===== src/rtl/piso_tx8.sv =====
// Parallel-in serial-out transmitter: start bit 0, WIDTH data bits LSB first, stop bit 1.
// Each bit is held for CLKS_PER_BIT clocks. Done pulses for one cycle on return to idle.
module piso_tx8 #(
  parameter int unsigned WIDTH        = 8,
  parameter int unsigned CLKS_PER_BIT = 1
) (
  input  logic             Clk,
  input  logic             Rst,
  input  logic [WIDTH-1:0] Din,
  input  logic             Load,
  output logic             Ready,
  output logic             Q,
  output logic             Qn,
  output logic             Busy,
  output logic             Done
);

  typedef enum logic [1:0] {StIdle, StStart, StData, StStop} state_e;

  localparam int unsigned     BitW   = (WIDTH > 1) ? $clog2(WIDTH) : 1;
  localparam logic [7:0]      CntMax = 8'(CLKS_PER_BIT - 1);
  localparam logic [BitW-1:0] BitMax = BitW'(WIDTH - 1);

  state_e           state_q;
  logic [7:0]       cnt_q;
  logic [BitW-1:0]  bit_q;
  logic [WIDTH-1:0] shift_q;
  logic             q_q;
  logic             ready_q;
  logic             busy_q;
  logic             done_q;
  logic             bit_end;

  assign bit_end = (cnt_q == CntMax);

  always_ff @(posedge Clk) begin
    if (Rst) begin
      state_q <= StIdle;
      cnt_q   <= '0;
      bit_q   <= '0;
      shift_q <= '0;
      q_q     <= 1'b1;
      ready_q <= 1'b1;
      busy_q  <= 1'b0;
      done_q  <= 1'b0;
    end else begin
      done_q <= 1'b0;
      case (state_q)
        StIdle: begin
          if (Load) begin
            shift_q <= Din;
            cnt_q   <= '0;
            bit_q   <= '0;
            q_q     <= 1'b0;
            ready_q <= 1'b0;
            busy_q  <= 1'b1;
            state_q <= StStart;
          end
        end
        StStart: begin
          if (bit_end) begin
            cnt_q   <= '0;
            q_q     <= shift_q[0];
            shift_q <= shift_q >> 1;
            state_q <= StData;
          end else begin
            cnt_q <= cnt_q + 8'd1;
          end
        end
        StData: begin
          if (bit_end) begin
            cnt_q <= '0;
            if (bit_q == BitMax) begin
              q_q     <= 1'b1;
              state_q <= StStop;
            end else begin
              // shift_q already holds the next bit in position 0
              bit_q   <= bit_q + 1'b1;
              q_q     <= shift_q[0];
              shift_q <= shift_q >> 1;
            end
          end else begin
            cnt_q <= cnt_q + 8'd1;
          end
        end
        StStop: begin
          if (bit_end) begin
            cnt_q   <= '0;
            bit_q   <= '0;
            ready_q <= 1'b1;
            busy_q  <= 1'b0;
            done_q  <= 1'b1;
            state_q <= StIdle;
          end else begin
            cnt_q <= cnt_q + 8'd1;
          end
        end
        default: state_q <= StIdle;
      endcase
    end
  end

  assign Q     = q_q;
  assign Qn    = ~q_q;
  assign Ready = ready_q;
  assign Busy  = busy_q;
  assign Done  = done_q;

endmodule


===== config.mk =====
export PLATFORM = sky130hd
export DESIGN_NAME = piso_tx8
export DESIGN_NICKNAME = d
export VERILOG_FILES = /design/src/rtl/piso_tx8.sv
export SDC_FILE = /design/constraint.sdc
export NUM_CORES = 1
export LEC_CHECK = 0
export BUFFER_PORTS_ARGS = -buffer_cell sky130_fd_sc_hd__buf_4
export CAP_MARGIN = 20
export CORE_MARGIN = 3
export CORE_UTILIZATION = 50
export DETAILED_ROUTE_END_ITERATION = 10
export GPL_ROUTABILITY_DRIVEN = 0
export PLACE_DENSITY = 0.71
export SLEW_MARGIN = 30
export SYNTH_ARGS = -nofsm -noshare
export SYNTH_HDL_FRONTEND = slang
export SYNTH_SLANG_ARGS = --single-unit

===== constraint.sdc =====
create_clock -name Clk -period 2.25 [get_ports Clk]
set_input_delay 0 -clock Clk [delete_from_list [all_inputs] [get_ports Clk]]
set_output_delay 0 -clock Clk [all_outputs]
set_load 0.01 [all_outputs]

==> flow_results.org <==
** STA
- Number of pins exceeding their max-slew limit in the final report :: 0
- Number of setup violations in the final report :: 0
- Across the routed clock network, the largest skew measured is 0.0149 ns.
- Worst Tran Pin Value :: 0.569 ns
- Number of endpoints with negative hold slack in the final report :: 0
- Max-Slew Margin vs Limit :: 62.0%
- For the final routed database, the setup TNS stands at 0 ns.
- Shortest clock period the worst path allows after layout :: 2.07 ns
- Of the available clock period, the critical path in the final layout requires 92.2%.
- Timing-limited maximum frequency :: 0.482 GHz
- Setup repair after global routing left no endpoint under its margin.

** Pwr
- In this run switching power makes up 39.6% of total power.
- Leak Pwr :: 0.669 nW
- The clock network is responsible for 13.1% of the overall power.
- PwrDens :: 1010 mW/mm²
- Part of the power in combinational logic :: 47.4%
- Total Power Consumption :: 1.62 mW
- Internal Power :: 981 µW
- Portion of total power attributed to sequential cells :: 39.5%
- Total net switching power :: 644 µW
- Worst VDD drop :: 0.000801 V

** Placement
- Placed wire-length estimate :: 2180 µm
- Counting tap cells, the placed design contains a total of 192 instances.
- Placed standard-cell area :: 0.00156 mm²
- Port Buffer Count :: 15

** Setup path
- Kind of critical path :: register to register
- WP data required :: 2.45 ns
- Of all nets on the critical path, the largest fanout is 9.
- STA classifies the critical path endpoint as a register.
- Data arrival time of the worst path :: 2.27 ns
- The worst setup path is launched from a register.

** Detailed routing
- WL met3 :: 119 µm
- Per-cell routed wire length :: 14.9 µm
- The routed design has 2950 µm of wire.
- Ratio of routed vias to standard cells :: 5.79
- In the routed design, unresolved DRC markers number 0.
- After detailed routing, no signal wire sits above met4.
- Vias :: 1,147
- The first detailed-routing pass ran for 4 iterations.
- WL met2 :: 1370 µm
- In the final routing, the length of wire on met1 measures 1420 µm.
- For this block, the initial DRC count from the detailed router was 51.
- Number of nets with antenna violations after detailed routing :: 0

** Floorplanning
- The die covers 0.00351 mm².
- Die height :: 59.2 µm
- Number of top-level pins :: 16
- The initial utilization of the core area, before any placement, comes to 54.7%.
- After floorplanning, the core was sized to cover 0.00259 mm².
- Die X :: 59.2 µm
- In this run the core area contains 18 standard-cell rows.

** Logic synthesis
- By area, the combinational part of the netlist is dominated by simple AND/OR/NAND/NOR gates.
- Commonest cells in the netlist :: dfxtp_1, a21oi_1, nand2b_1, nor2_1
- After technology mapping, the gate count stands at 151.
- Counting every net in the synthesized netlist gives 172.
- Number of flops mapped to enable cells by yosys :: 0
- Complex-gate fraction of the synthesized area :: 20.1%
- Cell type with the highest aggregate area in the netlist :: dfxtp_1
- Register bit count reported by yosys :: 25
- Library cell with the highest instance count after synthesis :: dfxtp_1
- Summing the areas of all xor and xnor instances in the mapped netlist gives 4.33% of the synthesized area.
- Sequential element share of the synthesized area :: 35.3%
- Summing the areas of all fa, ha and maj instances in the mapped netlist gives 8.83% of the synthesized area.
- After synthesis, the cell types taking the most area are dfxtp_1, ha_1, mux2i_1.
- For this run, the number of Yosys warnings is 0.
- The synthesized design devotes to its leading area cell type 35.3% of total area.
- Asr flop ratio synth :: 0%
- Among all flip-flop cells after synthesis, the most frequent one is dfxtp_1.
- Of the total synthesized cell area, the portion taken by AND, OR, NAND and NOR gates is 21.7%.
- After synthesis the cells add up to 0.00142 mm².
- Counting distinct cell types in the post-synthesis netlist gives 38.
- Share of synthesized area spent on multiplexers :: 6.36%
- Avg Cell Area, Syn :: 9.38 µm²

** Cells and area
- Flip-flop and latch area :: 500 µm²
- Counting the fill cells in the layout gives 218.
- The post-route netlist has 19.6% of its cells at a drive strength greater than 1.
- Final Instance Area :: 0.00161 mm²
- Final cell count without fillers :: 198
- The area growth from synthesis to layout is 13.3%.
- Diodes inserted :: 0
- At the end of the flow, the number of nets in the layout was 190.
- In the final layout, the multi-input gates occupy 870 µm².

** Run status
- The flow ran to the end, and the final reports show no timing, DRC or antenna violations.

** CTS
- CTS tree :: yes
- Buffers inserted to repair hold after CTS numbered 2.
- The clock drives 25 sinks.
- TritonCTS created 3 clock buffers.
- In this run, post-CTS repair resized a total of 0 instances.
- CTS built an H-tree with a depth of 1.
- The cell sitting at the root of the clock tree is a clkbuf_4.
- Maximum root-to-sink buffer count :: 2
- For the worst-skew pair, the clock arrives at the later sink with an insertion delay of 0.34 ns.
- Post-CTS clock slew at the launch and capture registers of the worst setup and hold paths :: 0.15 ns
- After clock tree synthesis, the setup repair step added 0 buffers.

** Hold path
- Class of the tightest hold or removal check :: input port to register

** Global route
- Via count of the first global-routing pass :: 1,090
- Total routing resource utilization after global routing :: 18.4%
- The first global-routing pass estimated 4930 µm of wire.
- For this run the aggregate overflow at the end of global routing stands at 0.
- The number of antenna violations at the first check in global routing came to 0.
- Maximum number of pins on one net before global-route repair :: 24

** Run
- The tool flagged a number of max-cap violations equal to 0.
[logic make-up after synthesis]
logic type,count (synthesis)
AO/OA/AOI/OAI,35
AND/OR/NAND/NOR,53
multiplexers,9
flip-flops,25
XOR/XNOR,7
adder cells (fa/ha/maj),10
buffers and inverters,12
[worst paths after layout]
path	start	end	slack, ns	depth (start not counted)
setup / recovery	state_q[0]	shift_q[1]	0.18	5
hold / removal	Din[4]	shift_q[4]	0.02	3
setup reg to reg	state_q[0]	shift_q[1]	0.18	5
hold reg to reg	bit_q[0]	bit_q[0]	0.51	2
[stage by stage]
step / hold slack, ns / setup WS (ns) / utilization, %
after global routing: 0.0256 / 0.0480 / 62.0
after detailed placement: 0.247 / 0.225 / 60.1
after global placement: 0.236 / 0.326 / 60.1
final: 0.0153 / 0.176 / 62.0
after floorplan: 0.152 / 0.416 / -
after CTS: 0.0194 / 0.191 / 62.0
[sequential cells by signal (all words and copies together), names as in the netlist]
name and flops:
Busy 1, Done 1, Q 1, Ready 1, bit_q 3, cnt_q 8, shift_q 8, state_q 2
[worst max-delay path, stage by stage (launching register included)]
cell and delay [ns]:
dfxtp_1 0.41, inv_1 0.12, ha_1 0.32, or2_2 0.41, a211oi_4 0.51, a311oi_1 0.17
[routing by layer]
layer,global-route usage (%),vias up
met5,0,-
met4,4.85,0
met3,4.58,5
met2,29.3,25
met1,24.7,535
li1,-,582
[layout by cell type (no fill, tap or decap), types with 4 or more instances in the layout]
cell      synthesis  final
a21oi_1          14     14
a311oi_1          7      7
buf_4             0     17
dfxtp_1          25     25
ha_1             10     10
inv_1             6      6
mux2i_1           9      9
nand2_1          10     10
nand2b_1         12     12
nor2_1           12     12
xnor2_1           4      4
[cell type report]
| type | count | area share, % |
|---|---|---|
| Clock buffer | 3 | 1.40 |
| Clock inverter | 1 | 0.312 |
| Inverter | 6 | 1.40 |
| Multi-Input combinational cell | 114 | 54.2 |
| Sequential cell | 25 | 31.2 |
| Tap cell | 30 | 2.34 |
| Timing Repair Buffer | 19 | 9.20 |
[power by group through the flow]
stage	Clock, mW	Sequential, mW	Combinational [mW]
floorplan	0	0.643	0.569
global placement	0	0.645	0.742
detailed placement	0	0.652	0.768
CTS	0.214	0.643	0.776
global route	0.233	0.657	0.853
finish	0.212	0.642	0.770
Power figures use the tool's default switching activity.
